`config.mk`:
```
export PLATFORM = sky130hd
export DESIGN_NAME = sat_counter
export DESIGN_NICKNAME = d
export VERILOG_FILES = /design/src/rtl/lfsr_checker_sat_counter.sv
export SDC_FILE = /design/constraint.sdc
export NUM_CORES = 1
export LEC_CHECK = 0
export ABC_AREA = 1
export BUFFER_PORTS_ARGS = -buffer_cell sky130_fd_sc_hd__buf_2
export CORE_MARGIN = 5
export CORE_UTILIZATION = 28
export DETAILED_ROUTE_END_ITERATION = 16
export GPL_TIMING_DRIVEN = 0
export SKIP_CTS_REPAIR_TIMING = 1
export SKIP_LAST_GASP = 1
export SLEW_MARGIN = 15
export SYNTH_ARGS = -nofsm -noshare
export SYNTH_HDL_FRONTEND = slang
export SYNTH_SLANG_ARGS = --single-unit
```
`constraint.sdc`:
```
create_clock -name clk -period 1.99 [get_ports clk]
set_input_delay 0.2985 -clock clk [delete_from_list [all_inputs] [get_ports clk]]
set_output_delay 0.2985 -clock clk [all_outputs]
set_load 0.01 [all_outputs]
```
`src/rtl/lfsr_checker_sat_counter.sv`:
```
// Saturating up-counter with a synchronous clear that wins over increment.
module sat_counter #(
  parameter int unsigned WIDTH = 16
) (
  input  logic             clk,
  input  logic             rst,
  input  logic             inc,
  input  logic             clr,
  output logic [WIDTH-1:0] count
);

  // Count up on inc, hold at all-ones, clear on clr.
  always_ff @(posedge clk or negedge rst) begin
    if (!rst) begin
      count <= '0;
    end else if (clr) begin
      count <= '0;
    end else if (inc && (count != '1)) begin
      count <= count + 1'b1;
    end
  end

endmodule

```
==> flow_summary.toml <==
[route]
avgRoutedWirePerCell_microns = 11.6
post_drt_via_cell_ratio = 4.58
drc = 0
drt-total-wl_microns = 2490
dr.pass1.iters = 4
drtIter0Drc = 65
ant_nets = 0
vias = 984

[sta]
fin_crit_ps = 1760
rsz0062_at_grt = "no"
max-slew-margin-rel = 0.680
setup_ws_ps = 234
period_share = 0.883
fmax_mhz = 569
fin_tns_setup_ps = 0
setup_viol = 0
finalClockSkew_ps = 2.62
worstMarginPinSlew_ps = 481
drv_slew = 0
hold_viol = 0

[cells_and_area]
reg_top3 = "count (16)"
multiInputGateArea_sq_um = 557
fillerInstances = 408
top_register = "count"
nNetsFinal = 174
fin_util = 0.342
largest_reg_flops = 16
syn_to_final_growth_pct = 19.9
fin_cells = 215
drive_gt1_frac = 0.204
seq_area_sq_um = 400
n_antenna_cell = 0

[clock_tree]
h-tree-depth = 1
clkTransAtPathRegs_ps = 60
clock_latency_ps = 250
clk_path_buf_depth = 2
numCtsBuffers = 3
cts_tree = "yes"
clock-sinks = 16
cts_root_buf = "clkbuf_8"

[synthesis]
synth_xor_area_frac = 0.0422
yosys.area.top_type = "dfrtp_1"
synth_nets = 149
yosysMostFrequentCell = "nand2_1"
ys.flop_type = "dfrtp_1"
synth_simple_gate_area_share = 0.428
yosysUniqueCellTypes = 23
yosysTopAreaCellShare = 0.386
syn-instance-count = 144
synth_seq_area_share = 0.386
synthMuxAreaShare = 0
synth_area_sq_um = 1040
synth_warnings = 0
ys_top_cells_by_area = "dfrtp_1 (39%), nand2_1 (20%), nand3_1 (5.8%)"
ys_ff_latch = 16
synth_top_family_by_area = "simple AND/OR/NAND/NOR gates"
async_flop_share = 1.00
synth-adder-area-share = 0.0121
avgSynthCellArea_sq_um = 7.20
synth_compound_area_frac = 0.0543
synthTopCellsByCount = "nand2_1 (55), dfrtp_1 (16), nor2_1 (14), nand3_1 (12), inv_1 (11)"
synth-edff-count = 0

[placed_design]
pre_cts_ws_ps = 234
numPlacedInstances = 211
gp_congestion = 0.820
portBuffers = 19
dpl.hpwl_microns = 1890

[setup_path]
cp-start-kind = "register"
reg2reg_to = "count[7]"
cp.arrival_ps = 1940
critPathRequiredTime_ps = 2180
r2r_cells = 9
endpoint_kind = "register"
cp_max_fo = 10
reg2reg_slack_ps = 230
r2r-start = "count[1]"
crit_type = "reg2reg"

[floorplan]
dieArea_sq_um = 5020
ios = 20
die_h_microns = 70.9
num_rows = 22
fp.dieW_microns = 70.9
start_util = 0.285
core_area_sq_um = 3630

[global_route]
grt_overflow = 0
grt_use_total = 0.115
grt_pass1_vias = 938
antenna_found_initial = 0
grt_pass1_wl_microns = 4600
grt_max_degree = 17

[flow_run]
cap_violations = 0

[pwr]
worst_ir_drop_vdd_mv = 0.291
power.leakage_nw = 0.645
pwr_density_cell_nw_per_um2 = 501

[run_status]
outcome = "complete, no violations"

[worst_hold_path]
hold_path_depth = 4
holdCritStartpoint = "clr"
holdPathEnd = "count[4]"
hp-class = "in2reg"
cells by family after synthesis:
| logic type | after synthesis |
|---|---|
| AOI/OAI and AO/OA | 8 |
| xor gates and xnor gates | 5 |
| adders and majority gates | 1 |
| buffers and inverters | 16 |
| DFF | 16 |
| and+or+nand+nor | 98 |
where the power goes:
| group | total, mW | switching [mW] | internal [mW] |
|---|---|---|---|
| logic | 0.0527 | 0.0347 | 0.0180 |
| clock network | 0.238 | 0.103 | 0.134 |
| registers | 0.333 | 0.00450 | 0.329 |
| total | 0.624 | 0.143 | 0.481 |
layer usage:
layer	GRT usage	routed length, microns	up-vias
met5	0	0	-
met1	0.167	1220	432
li1	-	-	511
met2	0.165	1060	39
met4	0.0251	14	0
met3	0.0369	191	2
metrics by stage:
stage | power, mW | cell area (sq um) | hold WS (ps)
CTS | 0.640 | 1230 | -36.0
detailed placement | 0.392 | 1190 | 237
finish | 0.624 | 1240 | 332
floorplan | 0.368 | 1040 | 2.91
global route | 0.666 | 1240 | 370
global placement | 0.391 | 1190 | 237
placed cells by master, fill, tap and decap left out:
cell type      count
nor3_1             1
o21bai_1           2
nand2_2            2
buf_2             20
inv_4              1
o21ai_0            4
nand3_1           12
clkbuf_8           3
nor2_1            14
ha_1               1
buf_12             1
or2_2              1
dfrtp_1           16
inv_2              1
nand2_4            2
o21ai_4            1
xnor2_1            2
nand2_1           55
nand4_1            9
a21oi_1            1
xor2_1             3
inv_1             11
dlygate4sd3_1      1
buf_1              1
nor2_4             2
final cells by class:
type,instances,share of cell area
buffer,3,0.0231
clock buffer,3,0.0332
inverter,13,0.0412
multi-input combinational,112,0.448
sequential,16,0.322
tap,48,0.0483
timing repair buffer,20,0.0845
worst max-delay path, stage by stage (launching register included):
cell	delay (ps)
dfrtp_1	430
ha_1	220
nand2_2	110
nor2_4	60
nand2_4	90
nor2_1	50
nor2_1	220
buf_2	280
nand4_1	120
nand2_1	90
worst max path at each step:
stage / from / to / slack [ps]
final: count[1] / count[7] / 230
after global routing: count[1] / count[7] / 9
after CTS: count[1] / count[8] / 220
after detailed placement: count[0] / count[8] / 230
after global placement: count[1] / count[10] / 250
after floorplan: count[1] / count[7] / 470
Power figures use the tool's default switching activity.
